### src/rtl/cobra_pkg.sv
// Shared definitions for the cybercobra_hs core: instruction fields, WS codes, ALU ops, states.
package cobra_pkg;

    localparam int NUM_REGS = 32;
    localparam int REG_AW   = 5;

    localparam int J_BIT    = 31;
    localparam int B_BIT    = 30;
    localparam int WS_HI    = 29;
    localparam int WS_LO    = 28;
    localparam int OP_HI    = 27;
    localparam int OP_LO    = 23;
    localparam int RA1_HI   = 22;
    localparam int RA1_LO   = 18;
    localparam int RA2_HI   = 17;
    localparam int RA2_LO   = 13;
    localparam int OFF_HI   = 12;
    localparam int OFF_LO   = 5;
    localparam int WA_HI    = 4;
    localparam int WA_LO    = 0;
    localparam int CONST_HI = 27;
    localparam int CONST_LO = 5;

    typedef enum logic [1:0] {
        WS_NONE  = 2'd0,
        WS_IN    = 2'd1,
        WS_CONST = 2'd2,
        WS_ALU   = 2'd3
    } ws_e;

    localparam logic [4:0] ALU_ADD  = 5'b00000;
    localparam logic [4:0] ALU_SLL  = 5'b00001;
    localparam logic [4:0] ALU_SLT  = 5'b00010;
    localparam logic [4:0] ALU_SLTU = 5'b00011;
    localparam logic [4:0] ALU_XOR  = 5'b00100;
    localparam logic [4:0] ALU_SRL  = 5'b00101;
    localparam logic [4:0] ALU_OR   = 5'b00110;
    localparam logic [4:0] ALU_AND  = 5'b00111;
    localparam logic [4:0] ALU_SUB  = 5'b01000;
    localparam logic [4:0] ALU_SRA  = 5'b01101;
    localparam logic [4:0] ALU_EQ   = 5'b11000;
    localparam logic [4:0] ALU_NE   = 5'b11001;
    localparam logic [4:0] ALU_LT   = 5'b11100;
    localparam logic [4:0] ALU_GE   = 5'b11101;
    localparam logic [4:0] ALU_LTU  = 5'b11110;
    localparam logic [4:0] ALU_GEU  = 5'b11111;

    typedef enum logic {
        RUN  = 1'b0,
        HALT = 1'b1
    } state_e;

    typedef struct packed {
        logic              j;
        logic              b;
        ws_e               ws;
        logic [4:0]        aluop;
        logic [REG_AW-1:0] ra1;
        logic [REG_AW-1:0] ra2;
        logic [7:0]        offset;
        logic [REG_AW-1:0] wa;
    } instr_t;

    function automatic instr_t decode(input logic [31:0] w);
        instr_t d;
        d.j      = w[J_BIT];
        d.b      = w[B_BIT];
        d.ws     = ws_e'(w[WS_HI:WS_LO]);
        d.aluop  = w[OP_HI:OP_LO];
        d.ra1    = w[RA1_HI:RA1_LO];
        d.ra2    = w[RA2_HI:RA2_LO];
        d.offset = w[OFF_HI:OFF_LO];
        d.wa     = w[WA_HI:WA_LO];
        return d;
    endfunction

endpackage

### src/rtl/cobra_regfile.sv
// 32 x DATA_W register file, two combinational reads, one synchronous write, async clear.
// CYBERCOBRA_X0_ZERO_EN: register 0 reads as zero and ignores writes.
module cobra_regfile
    import cobra_pkg::*;
#(
    parameter int DATA_W = 32
) (
    input  logic              CLK,
    input  logic              rst_n,
    input  logic [REG_AW-1:0] ra1,
    input  logic [REG_AW-1:0] ra2,
    output logic [DATA_W-1:0] rd1,
    output logic [DATA_W-1:0] rd2,
    input  logic              we,
    input  logic [REG_AW-1:0] wa,
    input  logic [DATA_W-1:0] wd
);

    logic [DATA_W-1:0] regs [NUM_REGS];
    logic              we_eff;

`ifdef CYBERCOBRA_X0_ZERO_EN
    assign we_eff = we && (wa != '0);
    assign rd1    = (ra1 == '0) ? '0 : regs[ra1];
    assign rd2    = (ra2 == '0) ? '0 : regs[ra2];
`else
    assign we_eff = we;
    assign rd1    = regs[ra1];
    assign rd2    = regs[ra2];
`endif

    always_ff @(posedge CLK or negedge rst_n) begin
        if (!rst_n) begin
            for (int i = 0; i < NUM_REGS; i++) regs[i] <= '0;
        end else if (we_eff) begin
            regs[wa] <= wd;
        end
    end

endmodule

### src/rtl/cybercobra_hs.sv
// Parametrised single-cycle programmable core with valid/ready I/O channels and a halt state.
// Optional build macro CYBERCOBRA_X0_ZERO_EN (handled inside cobra_regfile).
module cybercobra_hs
    import cobra_pkg::*;
#(
    parameter int DATA_W   = 32,
    parameter int PC_W     = 8,
    parameter int OUT_ADDR = 31
) (
    input  logic              CLK,
    input  logic              rst_n,
    output logic [PC_W-1:0]   imem_addr,
    input  logic [31:0]       imem_rdata,
    input  logic [DATA_W-1:0] in_data,
    input  logic              in_valid,
    output logic              in_ready,
    output logic [DATA_W-1:0] out_data,
    output logic              out_valid,
    input  logic              out_ready,
    output logic              halted,
    output logic [PC_W-1:0]   dbg_pc
);

    localparam int              SH_W   = $clog2(DATA_W);
    localparam logic [REG_AW-1:0] OUT_WA = REG_AW'(OUT_ADDR);

    state_e            state, state_nxt;
    logic [PC_W-1:0]   pc, pc_nxt, off_ext;
    instr_t            ins;
    logic [DATA_W-1:0] rd1, rd2, alu_res, wd;
    logic [SH_W-1:0]   shamt;
    logic              alu_flag;
    logic              run, exec, we, in_stall, out_stall, out_hit, out_load, halt_op;

    assign ins       = decode(imem_rdata);
    assign imem_addr = pc;
    assign dbg_pc    = pc;

    // Stall terms: a pending IN with no data, or overwriting an unconsumed output.
    assign run       = (state == RUN);
    assign out_hit   = (ins.wa == OUT_WA) && (ins.ws != WS_NONE);
    assign out_stall = out_hit && out_valid && !out_ready;
    assign in_stall  = (ins.ws == WS_IN) && !in_valid;
    assign exec      = run && !in_stall && !out_stall;
    assign in_ready  = run && (ins.ws == WS_IN) && !out_stall;
    assign we        = exec && (ins.ws != WS_NONE);
    assign out_load  = exec && out_hit;
    assign halt_op   = ins.j && (ins.offset == '0) && (ins.ws == WS_NONE);

    cobra_regfile #(.DATA_W(DATA_W)) u_rf (
        .CLK   (CLK),
        .rst_n (rst_n),
        .ra1   (ins.ra1),
        .ra2   (ins.ra2),
        .rd1   (rd1),
        .rd2   (rd2),
        .we    (we),
        .wa    (ins.wa),
        .wd    (wd)
    );

    always_comb begin
        alu_res  = '0;
        alu_flag = 1'b0;
        shamt    = rd2[SH_W-1:0];
        case (ins.aluop)
            ALU_ADD:  alu_res = rd1 + rd2;
            ALU_SLL:  alu_res = rd1 << shamt;
            ALU_SLT:  alu_res = DATA_W'($signed(rd1) < $signed(rd2));
            ALU_SLTU: alu_res = DATA_W'(rd1 < rd2);
            ALU_XOR:  alu_res = rd1 ^ rd2;
            ALU_SRL:  alu_res = rd1 >> shamt;
            ALU_OR:   alu_res = rd1 | rd2;
            ALU_AND:  alu_res = rd1 & rd2;
            ALU_SUB:  alu_res = rd1 - rd2;
            ALU_SRA:  alu_res = $unsigned($signed(rd1) >>> shamt);
            ALU_EQ:   alu_flag = (rd1 == rd2);
            ALU_NE:   alu_flag = (rd1 != rd2);
            ALU_LT:   alu_flag = ($signed(rd1) < $signed(rd2));
            ALU_GE:   alu_flag = ($signed(rd1) >= $signed(rd2));
            ALU_LTU:  alu_flag = (rd1 < rd2);
            ALU_GEU:  alu_flag = (rd1 >= rd2);
            default:  ;
        endcase
    end

    always_comb begin
        wd = '0;
        case (ins.ws)
            WS_IN:    wd = in_data;
            WS_CONST: wd = DATA_W'($signed(imem_rdata[CONST_HI:CONST_LO]));
            WS_ALU:   wd = alu_res;
            default:  wd = '0;
        endcase
    end

    // Branch target wraps modulo 2^PC_W by construction.
    assign off_ext = PC_W'($signed(ins.offset));
    assign pc_nxt  = (ins.j || (ins.b && alu_flag)) ? pc + off_ext : pc + PC_W'(1);

    always_comb begin
        state_nxt = state;
        halted    = (state == HALT);
        if (exec && halt_op) state_nxt = HALT;
    end

    always_ff @(posedge CLK or negedge rst_n) begin
        if (!rst_n) begin
            state <= RUN;
            pc    <= '0;
        end else begin
            state <= state_nxt;
            if (exec) pc <= pc_nxt;
        end
    end

    // A same-cycle load wins over consumption so the new value stays valid.
    always_ff @(posedge CLK or negedge rst_n) begin
        if (!rst_n) begin
            out_data  <= '0;
            out_valid <= 1'b0;
        end else if (out_load) begin
            out_data  <= wd;
            out_valid <= 1'b1;
        end else if (out_valid && out_ready) begin
            out_valid <= 1'b0;
        end
    end

endmodule

### config.mk
export PLATFORM = sky130hd
export DESIGN_NAME = cybercobra_hs
export DESIGN_NICKNAME = d
export VERILOG_FILES = /design/src/rtl/cobra_pkg.sv /design/src/rtl/cobra_regfile.sv /design/src/rtl/cybercobra_hs.sv
export SDC_FILE = /design/constraint.sdc
export NUM_CORES = 2
export LEC_CHECK = 0
export ABC_AREA = 1
export ABC_CLOCK_PERIOD_IN_PS = 6140
export CAP_MARGIN = 5
export CELL_PAD_IN_SITES_DETAIL_PLACEMENT = 0
export CELL_PAD_IN_SITES_GLOBAL_PLACEMENT = 1
export CORE_AREA = 2 2 545 547
export DETAILED_ROUTE_END_ITERATION = 7
export DIE_AREA = 0 0 547 549
export DONT_BUFFER_PORTS = 1
export PLACE_DENSITY_LB_ADDON = 0.1
export REMOVE_ABC_BUFFERS = 1
export SETUP_SLACK_MARGIN = 0.3
export SYNTH_ARGS = -nofsm -noshare
export SYNTH_HDL_FRONTEND = slang
export SYNTH_SLANG_ARGS = --single-unit
### constraint.sdc
create_clock -name CLK -period 6.14 [get_ports CLK]
set_input_delay 1.228 -clock CLK [delete_from_list [all_inputs] [get_ports CLK]]
set_output_delay 1.228 -clock CLK [all_outputs]
set_load 0.01 [all_outputs]
* Yosys cells after proc, flatten, opt, wreduce, memory -nomap -nowiden
Cells that the tools add are included.
Word-level totals: bits in registers 1066, word-level logic and storage cells 120, input port bits 68, output and inout port bits 51
Cells by class: bitwise gates (word level) 7, add/sub/neg operators 4, reduce and logical (&&, ||, !) cells 26, shift-type cells 3, equal/unequal tests 21, order comparisons 8, multiplexer cells 15
Operator list (number):
- $bwmux W1024 | 1
- $bmux W32 S5 | 2
- $pmux W32 S10 | 1
- $demux W32 S5 | 1
- $mux W32 | 5
- $pmux W32 S3 | 1
- $ge A32 B32 Y1 | 2
- $lt A32 B32 Y1 | 2
- $eq A5 B5 Y1 const B | 7
- $add A32 B32 Y32 | 1
- $and A32 B32 Y32 | 1
- $eq A32 B32 Y1 | 1
- $ne A32 B32 Y1 | 1
- $or A32 B32 Y32 | 1
- $shl A32 B5 Y32 | 1
- $shr A32 B5 Y32 | 1
- $sshr A32 B5 Y32 | 1
- $sub A32 B32 Y32 | 1
- $xor A32 B32 Y32 | 1
- $eq A5 B3 Y1 const B | 4
- $ge A6 B6 Y1 const B | 3
- $not A5 Y6 | 3
- $logic_and A1 B1 Y1 | 16
- $eq A5 B2 Y1 const B | 2
- other kinds (17) | 24

* Longest topological paths before layout
word-level depth 9, depth in mapped cells 48

* By module
From an unflattened synthesis, not the netlist that was laid out.
Second synthesis, totals: cell total of the unflattened synthesis 10451, area total of the unflattened synthesis 68284.2 µm²
Modules (own cells, without submodules):
- cobra_regfile | area an instance 56440.4 µm², instances 1, sequential area each 25624.6 µm², cells each 8309
- cybercobra_hs | area an instance 11843.9 µm², instances 1, sequential area each 1051.0 µm², cells each 2142

* Worst setup path before layout
OpenSTA, ideal clock, no wires.
kind input to register, start input port imem_rdata[14], end register pc[7], in the netlist dbg_pc[7], buffers on the path 7, slack -652 ps, arrival time 6675 ps, stages 46, required time 6023 ps, path through buf_2 > inv_1 > buf_4 > buf_2 > clkbuf_1 > clkbuf_1 > clkbuf_1 > o21ai_0 > o221ai_1 > nand3_1 > nand2_1 > inv_1 > o21ai_0 > inv_1 > ha_1 > clkbuf_1 > inv_1 > a21oi_1 > (+10 left out) > nand2_1 > inv_1 > nor2_1 > ha_1 > a21oi_1 > nand2_1 > a21oi_1 > inv_1 > a21oi_1 > nor2_1 > nor2_1 > nor2_1 > nor2_1 > inv_1 > nand3_1 > nand3_1 > nand2_1 > nand2_1
Between the ends: longest elaborated chain between the ends 9, elaborated cells on any way between the ends 14, those cells by class order compare: 4; eq/ne: 2; mux: 5; bitwise: 1; reduce/logical: 2
Ends and longest elaborated chain:
- start: declaration | RTL line cybercobra_hs.sv:13 | input logic [31:0] imem_rdata,
- $not A5 Y6 (implied by the code) (*) | RTL line cobra_regfile.sv:29 | assign rd2 = regs[ra2];
- $bmux W32 S5 (*) | RTL line cobra_regfile.sv:29
- $mux W32 (implied by the code) (*) (2 in a row) | RTL line cobra_regfile.sv:29
- $ge A32 B32 Y1 (tied with other cells) | RTL line cybercobra_hs.sv:82 | ALU_GEU: alu_flag = (rd1 >= rd2);
- $pmux W1 S6 (*) | RTL line cybercobra_hs.sv:66 | case (ins.aluop)
- $logic_and A1 B1 Y1 (*) | RTL line cybercobra_hs.sv:99 | assign pc_nxt = (ins.j || (ins.b && alu_flag)) ? pc + off_ext : pc + PC_W'(1);
- $logic_or A1 B1 Y1 (*) | RTL line cybercobra_hs.sv:99
- $mux W8 (*) | RTL line cybercobra_hs.sv:99
- end signal: assignment | RTL line cybercobra_hs.sv:113 | if (exec) pc <= pc_nxt;
- end: declaration | RTL line cybercobra_hs.sv:28 | logic [PC_W-1:0] pc, pc_nxt, off_ext;
Every way passes the cells marked *; elsewhere a longest branch is shown, timed or not. The select of a mux whose other input is x is not followed. A chain may end at the register's enable or synchronous reset.

* Worst setup path in the final report
start input port imem_rdata[18], end register pc[7], in the netlist dbg_pc[7]
Between the ends: longest elaborated chain between the ends 9, elaborated cells on any way between the ends 14, those cells by class order compare: 4; eq/ne: 2; mux: 5; bitwise: 1; reduce/logical: 2
Ends and longest elaborated chain:
- $not A5 Y6 (implied by the code) (*) | RTL line cobra_regfile.sv:28 | assign rd1 = regs[ra1];
- $bmux W32 S5 (*) | RTL line cobra_regfile.sv:28
- $mux W32 (implied by the code) (*) (2 in a row) | RTL line cobra_regfile.sv:28
- $ge A32 B32 Y1 (tied with other cells) | RTL line cybercobra_hs.sv:82
- $pmux W1 S6 (*) | RTL line cybercobra_hs.sv:66
- $logic_and A1 B1 Y1 (*) | RTL line cybercobra_hs.sv:99
- $logic_or A1 B1 Y1 (*) | RTL line cybercobra_hs.sv:99
- $mux W8 (*) | RTL line cybercobra_hs.sv:99
Marked as above.

==> results by group <==
Synthesis
  – Synth unique cells: 56
  – Top cells by area, synth: dfrtp_1, nand2_1, nand3_1, o21ai_0, nor2_1
  – EDFF count, synth: 0
  – Avg Cell Area, Syn: 6.397 um2
  – Mapped Cells: about 11000
  – Share of the synthesized area in the top cell type: 37.97%
  – Asr flop ratio synth: 100.0%
  – Synthesized flop and latch total: 1066
  – Syn Std Cell Area: 70260 um2
  – Count of warnings emitted by yosys: 0
  – Top cells by count, synth: nand2_1, nand3_1, dfrtp_1
  – Largest area contributor in the synthesized netlist: dfrtp_1
  – Most common cell in the synthesized netlist: nand2_1
  – Most common flop cell mapped by yosys: dfrtp_1
  – Seq/Total Area, Yosys: between 30% and 40%

Floorplanning
  – Die area: between 300000 and 400000 um2
  – Core footprint: around 300000 um2
  – Initial core utilization: 23.82%
  – Row Count: 200
  – Top Ports: 119
  – Chip width: about 550 um
  – Die Ht: ~550 um

Setup path
  – Max incr delay on CP: 330 ps
  – Worst path buffer plus inverter count: 11
  – Worst path arrival time: between 7000 and 8000 ps
  – CP top delay family: simple AND/OR/NAND/NOR gates
  – Max FO, Critical Path: 513
  – Crit path kind: input pin to flop
  – R2R setup slack: 630 ps
  – CP max-delay cell: clkinv_16
  – Reg-to-reg startpoint: u_rf.regs[162]
  – R2R Path End: dbg_pc[7]
  – Setup crit end kind: flop
  – Startpoint types: input pin
  – R2R cell count: 42
  – Required @ worst endpoint: 6920 ps

Outcome
  – Status: finished, violations left
  – Failing checks: max-slew violations, negative setup slack

Global routing
  – Largest net degree at the start of global routing: 520
  – GR Util All Layers: 27.45%
  – First-pass GRT wire length: roughly 600 mm
  – Initial antenna violation count: 19
  – GRT Residual Overflow: 0
  – Vias in the first global route: 76960

Placement
  – Placed inst area: 82270 um2
  – Count of input and output buffers: 0
  – GP Congestion: 0.9141
  – Post-DP HPWL: between 200 and 300 mm
  – Cells after DPL: roughly 15000

Timing
  – Rel. slew slack: -45.75%
  – Crit path time final: 6607 ps
  – Endpoints failing setup: 503
  – Max-slew violations: 340
  – Fmax: 151.3 MHz
  – RSZ-0062 raised after global routing: yes
  – PnR worst setup slack: -467.3 ps
  – Tcrit/Tclk final: 107.6%
  – Setup TNS: -64780 ps
  – Final Hold Vio Count: 0
  – Clock Skew: 61.64 ps
  – Least-Margin Pin Slew: 2186 ps

Power
  – Leakage power total: between 40 and 50 nW
  – PwrDens: 229.6 nW/um2
  – Switching share of power: 33.00%
  – Sequential Power Share: between 30% and 40%
  – Switching Power: just over 0.007 W
  – P_int: 0.01432 W
  – Maximum VDD drop: 0.1700 mV
  – Clock network power share: 42.5%
  – Combinational share of power: between 20% and 30%
  – Final Power: 0.02138 W

Finish
  – Layout cells sized above 1: 19.16%
  – Area Growth Syn to Fin: 32.50%
  – Register area: 26680 um2
  – Fin area: 93100 um2
  – Non-filler cells, final: 15730
  – Fin nets: roughly 12000
  – Multi-input gate area: 41000 um2
  – Fill count: 32030

CTS
  – CTS Buffer Depth: 4
  – CTS tree: built
  – Clk sinks: about 1100
  – # H-tree levels: 4
  – Latest clock arrival within the worst-skew pair: roughly 860 ps
  – CTS buffer count: 150
  – Clk root buf: clkbuf_16
  – Clock slew at reported path FFs: 80 ps

Job
  – Max-Cap Viols: 0

Detailed routing
  – Number of routed nets with antenna violations: 0
  – DRT Wirelength: 443.7 mm
  – Vias per inst: 5.127
  – Via count: 80650
  – DR WL/cell: approximately 28 um
  – Pre-Repair DR Iteration Count: 6
  – Number of remaining DRC errors: 0
  – Iteration-0 DRC Markers: 8635

Hold path
  – Path type of the worst min-delay path: input pin to async pin
-- power by group through the flow --
| stage | Combinational [W] | Sequential (W) | Clock, W |
|---|---|---|---|
| global placement | 0.00439 | 0.00715 | 0 |
| CTS | 0.00458 | 0.00703 | 0.00930 |
| global route | 0.00554 | 0.00702 | 0.00953 |
| floorplan | 0.00172 | 0.00716 | 0 |
| finish | 0.00525 | 0.00703 | 0.00910 |
| detailed placement | 0.00436 | 0.00715 | 0 |
-- how the worst max path moves through the flow --
stage              startpoint  cells after the start        end
3_3_place_gp   imem_rdata[13]                     43  dbg_pc[7]
3_5_place_dp   imem_rdata[13]                     36  dbg_pc[6]
2_1_floorplan  imem_rdata[13]                     40  dbg_pc[7]
5_1_grt        imem_rdata[18]                     46  dbg_pc[7]
6_report       imem_rdata[18]                     47  dbg_pc[7]
4_1_cts        imem_rdata[13]                     45  dbg_pc[7]
-- cells by family (layout without fill, tap and decap cells) --
logic type                 Yosys count  count (layout)  share of synthesized area, %
xor gates and xnor gates            13              13                        0.1620
buffers and inverters             1183            1983                         7.705
adders and majority gates          107             107                         1.937
DFF                               1066            1066                         37.97
other                                0               8                             0
AOI/OAI and AO/OA                 1135            1135                         9.570
and+or+nand+nor                   7479            7479                         42.66
-- what timing repair did --
item,4_1_cts,5_1_grt
cloned,13,44
hold buffers,0,0
gates resized for setup,268,637
setup endpoints to repair,848,1064
pin swaps,65,190
buffers inserted,36,73
-- metrics by stage --
step           setup slack, ps  util [%]  hold slack (ps)
2_1_floorplan            -4457         -            464.0
6_report                -467.3     31.55            69.89
5_1_grt                 -480.4     31.55            35.75
4_1_cts                 -215.9     30.12            11.56
3_5_place_dp             -2008     27.89            482.8
3_3_place_gp             -2169     27.89            481.7
-- final cells by class --
class                      instances  share of cell area, %
multi-input combinational       8734                  44.04
sequential                      1066                  28.65
timing repair buffer            1375                  15.21
tap                             3939                  5.294
clock buffer                     228                  4.736
inverter                         344                  1.511
clock inverter                    36                 0.5362
antenna                            8                0.02150
-- state kept, by name, indices dropped and copies added (netlist names) --
name       count
dbg_pc         8
u_rf.regs   1024
halted         1
out_valid      1
out_data      32
-- cell usage in the layout (no fill, tap or decap), types with 10 or more instances in the layout --
cell	synthesis	layout
nand2_1	5353	5051
nand3_1	1304	1238
buf_4	132	1067
dfrtp_1	1066	1066
nor2_1	708	638
o21ai_0	620	553
inv_1	332	279
nand2_2	15	246
clkbuf_16	0	193
o221ai_1	189	185
buf_12	0	145
a21oi_1	145	111
ha_1	104	80
o22ai_1	73	72
o21ai_1	31	70
nand3_2	3	68
nand2_4	1	64
buf_6	22	55
inv_2	7	46
nor2_4	1	45
clkbuf_1	415	44
buf_16	0	38
nor2_2	6	32
clkbuf_8	0	32
o21ai_2	1	27
nand4_1	27	27
nor3_1	36	26
a21oi_2	0	24
ha_4	0	22
buf_8	0	22
clkinv_2	0	16
o211ai_1	12	12
a21oi_4	0	10
-- metal layers --
metal  up-vias  GRT usage (%)  wire length, um
li1      36670              -                -
met3       560          3.707            29210
met1     40280          38.29           200400
met5         -              0               35
met2      3131          43.53           197600
met4         6          8.871            16380
No activity file was read; power rests on OpenSTA's default activity.
